==> src/rtl/layer1_bias_act_if.sv <==
`default_nettype none
// ============================================================================
// Module      : layer1_bias_act_if
// Description : Start/data/done bundle between layer-1 MAC array, bias loader,
//               the bias/activation stage and layer 2.
// Revision    : 1.0 - initial release
// ============================================================================
interface layer1_bias_act_if #(
    parameter int OUT_SIZE = 8,
    parameter int W        = 8,
    parameter int ACC_W    = 20
);
    logic                    start;
    logic [OUT_SIZE*ACC_W-1:0] acc_in;
    logic [OUT_SIZE*W-1:0]   bias_in;
    logic [OUT_SIZE*W-1:0]   data_out;
    logic                    done;

    modport master (
        output start,
        output acc_in,
        output bias_in,
        input  data_out,
        input  done
    );

    modport slave (
        input  start,
        input  acc_in,
        input  bias_in,
        output data_out,
        output done
    );
endinterface
`default_nettype wire

==> src/rtl/layer1_bias_act.sv <==
`default_nettype none
// ============================================================================
// Module      : layer1_bias_act
// Description : Dense layer 1 bias add, requantise/saturate and optional ReLU,
//               one neuron per cycle. ReLU enabled by macro LAYER1_RELU_EN.
// Revision    : 1.0 - initial release
// ============================================================================
module layer1_bias_act #(
    parameter int OUT_SIZE   = 8,
    parameter int W          = 8,
    parameter int ACC_W      = 20,
    parameter int BIAS_SHIFT = 4,
    parameter int OUT_SHIFT  = 4
) (
    input  logic              clk,
    input  logic              rst,
    layer1_bias_act_if.slave  bus
);

    localparam int c_IDX_W = $clog2(OUT_SIZE) + 1;
    localparam int c_SUM_W = ACC_W + BIAS_SHIFT + 1;

    localparam logic [1:0] S_IDLE = 2'd0;
    localparam logic [1:0] S_PROC = 2'd1;
    localparam logic [1:0] S_DONE = 2'd2;

    localparam logic [c_IDX_W-1:0]        c_LAST = c_IDX_W'(OUT_SIZE - 1);
    localparam logic signed [c_SUM_W-1:0] c_MAX  = c_SUM_W'((1 << (W - 1)) - 1);
    localparam logic signed [c_SUM_W-1:0] c_MIN  = ~c_MAX;

    logic [1:0]                r_state;
    logic [c_IDX_W-1:0]        r_idx;
    logic [OUT_SIZE*ACC_W-1:0] r_acc_q;
    logic [OUT_SIZE*W-1:0]     r_bias_q;
    logic [OUT_SIZE*W-1:0]     r_data_out;

    logic [ACC_W-1:0]          w_acc;
    logic [W-1:0]              w_bias;
    logic signed [c_SUM_W-1:0] w_a;
    logic signed [c_SUM_W-1:0] w_b;
    logic signed [c_SUM_W-1:0] w_s;
    logic signed [c_SUM_W-1:0] w_t;
    logic [W-1:0]              w_sat;
    logic [W-1:0]              w_act;

    always_comb begin
        w_acc  = '0;
        w_bias = '0;
        for (int i = 0; i < OUT_SIZE; i++) begin
            if (r_idx == c_IDX_W'(i)) begin
                w_acc  = r_acc_q[i*ACC_W +: ACC_W];
                w_bias = r_bias_q[i*W +: W];
            end
        end
    end

    // Sum width leaves one spare bit, so the add cannot overflow.
    always_comb begin
        w_a = {{(c_SUM_W - ACC_W){w_acc[ACC_W-1]}}, w_acc};
        w_b = {{(c_SUM_W - W){w_bias[W-1]}}, w_bias} <<< BIAS_SHIFT;
        w_s = w_a + w_b;
        w_t = w_s >>> OUT_SHIFT;
        if (w_t > c_MAX) begin
            w_sat = {1'b0, {(W - 1){1'b1}}};
        end else if (w_t < c_MIN) begin
            w_sat = {1'b1, {(W - 1){1'b0}}};
        end else begin
            w_sat = w_t[W-1:0];
        end
`ifdef LAYER1_RELU_EN
        w_act = w_sat[W-1] ? '0 : w_sat;
`else
        w_act = w_sat;
`endif
    end

    always_ff @(posedge clk or posedge rst) begin
        if (rst) begin
            r_state    <= S_IDLE;
            r_idx      <= '0;
            r_acc_q    <= '0;
            r_bias_q   <= '0;
            r_data_out <= '0;
        end else begin
            case (r_state)
                S_IDLE: begin
                    if (bus.start) begin
                        r_acc_q    <= bus.acc_in;
                        r_bias_q   <= bus.bias_in;
                        r_data_out <= '0;
                        r_idx      <= '0;
                        r_state    <= S_PROC;
                    end
                end
                S_PROC: begin
                    for (int i = 0; i < OUT_SIZE; i++) begin
                        if (r_idx == c_IDX_W'(i)) begin
                            r_data_out[i*W +: W] <= w_act;
                        end
                    end
                    r_idx <= r_idx + c_IDX_W'(1);
                    if (r_idx == c_LAST) begin
                        r_state <= S_DONE;
                    end
                end
                S_DONE: begin
                    // Start must drop before another pass can be accepted.
                    if (!bus.start) begin
                        r_state <= S_IDLE;
                    end
                end
                default: r_state <= S_IDLE;
            endcase
        end
    end

    assign bus.data_out = r_data_out;
    assign bus.done     = (r_state == S_DONE);

endmodule
`default_nettype wire

==> src/flat_wrapper.sv <==
// flat-port wrapper written by rule: the top's interface ports become plain ports
module layer1_bias_act_flat 
#(
    parameter int OUT_SIZE   = 8,
    parameter int W          = 8,
    parameter int ACC_W      = 20,
    parameter int BIAS_SHIFT = 4,
    parameter int OUT_SHIFT  = 4
)
  (clk, rst, bus_start, bus_acc_in, bus_bias_in, bus_data_out, bus_done);
  layer1_bias_act_if #(.OUT_SIZE(OUT_SIZE), .W(W), .ACC_W(ACC_W)) bus_i ();
  input  logic clk;
  input  logic rst;
  input wire logic [$bits(bus_i.start)-1:0] bus_start;
  input wire logic [$bits(bus_i.acc_in)-1:0] bus_acc_in;
  input wire logic [$bits(bus_i.bias_in)-1:0] bus_bias_in;
  output wire logic [$bits(bus_i.data_out)-1:0] bus_data_out;
  output wire logic [$bits(bus_i.done)-1:0] bus_done;
  assign bus_i.start = bus_start;
  assign bus_i.acc_in = bus_acc_in;
  assign bus_i.bias_in = bus_bias_in;
  assign bus_data_out = bus_i.data_out;
  assign bus_done = bus_i.done;
  layer1_bias_act #(.OUT_SIZE(OUT_SIZE), .W(W), .ACC_W(ACC_W), .BIAS_SHIFT(BIAS_SHIFT), .OUT_SHIFT(OUT_SHIFT)) u_core (.clk(clk), .rst(rst), .bus(bus_i));
endmodule
==> config.mk <==
export PLATFORM = sky130hd
export DESIGN_NAME = layer1_bias_act_flat
export DESIGN_NICKNAME = d
export VERILOG_FILES = /design/src/rtl/layer1_bias_act_if.sv /design/src/rtl/layer1_bias_act.sv /design/src/flat_wrapper.sv
export SDC_FILE = /design/constraint.sdc
export NUM_CORES = 1
export LEC_CHECK = 0
export ABC_AREA = 1
export BUFFER_PORTS_ARGS = -buffer_cell sky130_fd_sc_hd__buf_2
export CAP_MARGIN = 20
export CORE_MARGIN = 5
export CORE_UTILIZATION = 55
export CTS_CLUSTER_DIAMETER = 100
export DETAILED_ROUTE_END_ITERATION = 8
export GPL_TIMING_DRIVEN = 1
export PLACE_DENSITY = 0.86
export SYNTH_ARGS = -nofsm -noshare
export SYNTH_HDL_FRONTEND = slang
export SYNTH_SLANG_ARGS = --single-unit
==> constraint.sdc <==
create_clock -name clk -period 12.03 [get_ports clk]
set_clock_uncertainty 0.05 [all_clocks]
set_input_delay 1.8045 -clock clk [delete_from_list [all_inputs] [get_ports clk]]
set_output_delay 1.8045 -clock clk [all_outputs]
set_load 0.05 [all_outputs]
==> run metrics <==
type of origin of the critical path register; overall die area 26570 µm²; R2R setup slack just over 7000 ps; final weighted congestion in routability-driven placement 0.9242; proportion of register bits with asynchronous set or reset after synthesis between 90% and 100%; hold path depth 2; startpoint of the worst setup timing path u_core.r_idx[1]; post-detailed-route wirelength per cell 16.45 µm; M3 GR Usage under 10%; Finish-stage setup viols 0; Resized Gates After CTS 0; final number of max-transition violations 0; WHS Endpoint u_core.bus.data_out[44]; post-synth design cell area between 10000 and 15000 µm²; First DRT Iteration DRCs between 1000 and 1500; met2 demand-to-capacity share in global routing approximately 43%; most frequent standard cell in the layout excluding fill and tap cells sky130_fd_sc_hd__nand2_1; wire length of the first global-routing pass ~60 mm; Routed Antenna Nets 0; most utilized layer in the global route result met2; syn nets between 1500 and 2000; FF-to-FF path depth 23; worst-path maximum fanout 34; y dimension of the die around 160 µm; Top Family by Delay on Critical Path simple AND/OR/NAND/NOR gates; combinational family with the most area after synthesis simple AND/OR/NAND/NOR gates; hold-fix buffers at CTS 0; Critical Path Most Common Cell sky130_fd_sc_hd__nand2_1; share of post-route cells with drive strength above 1 17.76%; slowest stage cell on the critical path sky130_fd_sc_hd__inv_1; MaxCap Viol Count 0; buffer cell driving the clock tree root sky130_fd_sc_hd__clkbuf_16; gate count of the mapped netlist approximately 1700; Total Routed Length about 37 mm; Std-Cell Core Area ~23000 µm²; average cell area after synthesis approximately 7.5 µm²; clk_lat worst skew around 530 ps; global route total overflow 0; fraction of the mapped netlist area in adder cells approximately 2.1%; RR Endpoint u_core.bus.data_out[29]; clock tree from TritonCTS built; count of antenna diodes in the layout 0; most used cells in the layout excluding fill and tap cells 801 x sky130_fd_sc_hd__nand2_1, 262 x sky130_fd_sc_hd__dfrtp_1, 259 x sky130_fd_sc_hd__buf_2, 128 x sky130_fd_sc_hd__inv_1, 121 x sky130_fd_sc_hd__o21ai_0; cell type with the highest aggregate area in the netlist sky130_fd_sc_hd__dfrtp_1; RSZ-0062 raised after global routing false; Post-synth EDFFs 0; setup total negative slack 0 ps; Initial DRT Pass Iterations 5; startpoint of the most critical register-to-register path u_core.r_idx[1]; CP max stage delay about 440 ps; ranking of synthesized cells by area sky130_fd_sc_hd__dfrtp_1 51%, sky130_fd_sc_hd__nand2_1 23%, sky130_fd_sc_hd__o21ai_0 4.7%; status finished, final reports clean; DRC violation count after routing 0; number of failing hold endpoints at the final stage 0; post-synthesis share of cell area spent on xor and xnor gates less than 1%; DR vias/cell 5.358; mux cell area share after synthesis 0%; number of rows created at floorplan 56; post-CTS setup buffer count 0; vias post-DR between 10000 and 15000; startpoint-to-endpoint class of the critical path register to register; count of buffers inserted at the top-level ports around 260; H-Tree Depth 1; start point of the worst min-delay path u_core.bus.data_out[44]; total stage count of the critical path 23; clock transition at the registers of the reported paths roughly 60 ps; met1 Track Usage GR slightly below 40%; Rel. slew slack between 20 and 30%; worst-case clock buffer depth 3; minimum clock period a little under 5000 ps; primary flip-flop cell chosen by synthesis mapping sky130_fd_sc_hd__dfrtp_1; hpwl dp between 20 and 30 mm; f_max a little over 200 MHz; Synth top area share between 50% and 60%; simple-gate area share of the yosys netlist between 30% and 40%; clock buffer count from CTS 26; number of global-route vias before repair around 12000; IO Pins roughly 290; initial core utilization a little under three fifths; Final Cycle Share 41.17%; required arrival time at the worst endpoint around 12000 ps; maximum number of pins on one net before global-route repair 128; share of the yosys chip area belonging to registers between 50% and 60%; number of clock sinks seen by CTS about 260; number of distinct library cells after synthesis 34; antenna violations before repair 3; Cell Chain, Critical Path inv_1, ha_1, inv_2, nor2_1, inv_1, buf_4, o221ai_1, nand2_1, nand2_1, nand2_1, ha_1, nand2_1, inv_1, a21oi_1, nand3_1, a21oi_1, nand2b_1, nand2_1, inv_2, nand2_8, nand2_4, nand3_1, nand2_1; total of flip-flops plus latches after synthesis ~260; layout-stage area growth over the synthesis result 18.30%; Warnings, synthesis 0; Worst Tran Pin Value approximately 1100 ps; share of the synthesized area in compound gates (AO/OA/AOI/OAI) a little under a tenth; signal arrival time at the worst endpoint approximately 5400 ps; number of nets at the end of the flow roughly 2200; Tightest Hold Check Type register to register; Hold WS around 430 ps; Die X-Extent 163.0 µm; Total GRT Usage a little over a quarter; buffers plus inverters on the worst setup path 6; nature of the critical path endpoint register
## registers in the layout (all words and copies together) (netlist names)
| register | cells |
|---|---|
| u_core.r_acc_q | 128 |
| u_core.bus.data_out | 64 |
| u_core.r_bias_q | 64 |
| u_core.r_idx | 4 |
| u_core.r_state | 2 |
## worst max-delay path by stage
stage	to	slack, ps
2_1_floorplan	u_core.bus.data_out[0]	2960
3_3_place_gp	u_core.bus.data_out[29]	7330
3_5_place_dp	u_core.bus.data_out[36]	7210
4_1_cts	u_core.bus.data_out[29]	7160
5_1_grt	u_core.bus.data_out[29]	6720
6_report	u_core.bus.data_out[29]	7080
## tightest hold or removal path: stages (launching register included)
cell and delay (ps):
sky130_fd_sc_hd__dfrtp_1 340, sky130_fd_sc_hd__nand2_1 50, sky130_fd_sc_hd__nand2_1 50
## synth_stat cells (7+ instances only)
cell type / count
sky130_fd_sc_hd__nand2_2: 12
sky130_fd_sc_hd__ha_1: 20
sky130_fd_sc_hd__o221ai_1: 7
sky130_fd_sc_hd__buf_1: 13
sky130_fd_sc_hd__nand2_1: 802
sky130_fd_sc_hd__nand3_1: 95
sky130_fd_sc_hd__o2111ai_1: 16
sky130_fd_sc_hd__nand2_4: 8
sky130_fd_sc_hd__a21oi_1: 35
sky130_fd_sc_hd__inv_1: 129
sky130_fd_sc_hd__clkbuf_1: 63
sky130_fd_sc_hd__o21ai_0: 121
sky130_fd_sc_hd__o211ai_1: 16
sky130_fd_sc_hd__nor2_1: 58
sky130_fd_sc_hd__o21ai_1: 10
sky130_fd_sc_hd__dfrtp_1: 262
## logic make-up (layout without fill, tap and decap cells)
logic type	Yosys count	after routing
flops	262	262
fa+ha+maj	21	21
compound gates	207	207
simple gates	995	995
xor+xnor	5	5
buf+inv	217	453
## per-layer routing
metal | vias up | part of all wire (%)
met5 | - | 0.099
met4 | 6 | 4.2
met3 | 108 | 8.6
met2 | 593 | 45
met1 | 5619 | 42
li1 | 5794 | -
## stage by stage
step / cells / setup WS, ps / cell area (µm²) / utilization [%]
4_1_cts: 2262 / 7163 / 15230 / 65.49
6_report: 2262 / 7077 / 15230 / 65.49
3_3_place_gp: 2217 / 7328 / 14390 / 61.84
2_1_floorplan: 1707 / 2964 / 12880 / -
3_5_place_dp: 2217 / 7211 / 14390 / 61.84
5_1_grt: 2262 / 6716 / 15230 / 65.49
## final cells by class
| cell class | instances | area [µm²] |
|---|---|---|
| tap | 319 | 399.1 |
| sequential | 262 | 6556 |
| clock inverter | 4 | 50.05 |
| inverter | 138 | 530.5 |
| timing repair buffer | 270 | 1379 |
| multi-input combinational | 1228 | 5520 |
| fill | 1969 | 8029 |
| clock buffer | 41 | 798.3 |
Power is not shown: default switching activity piles up to over one toggle a cycle in this logic, so the estimate is an artifact.
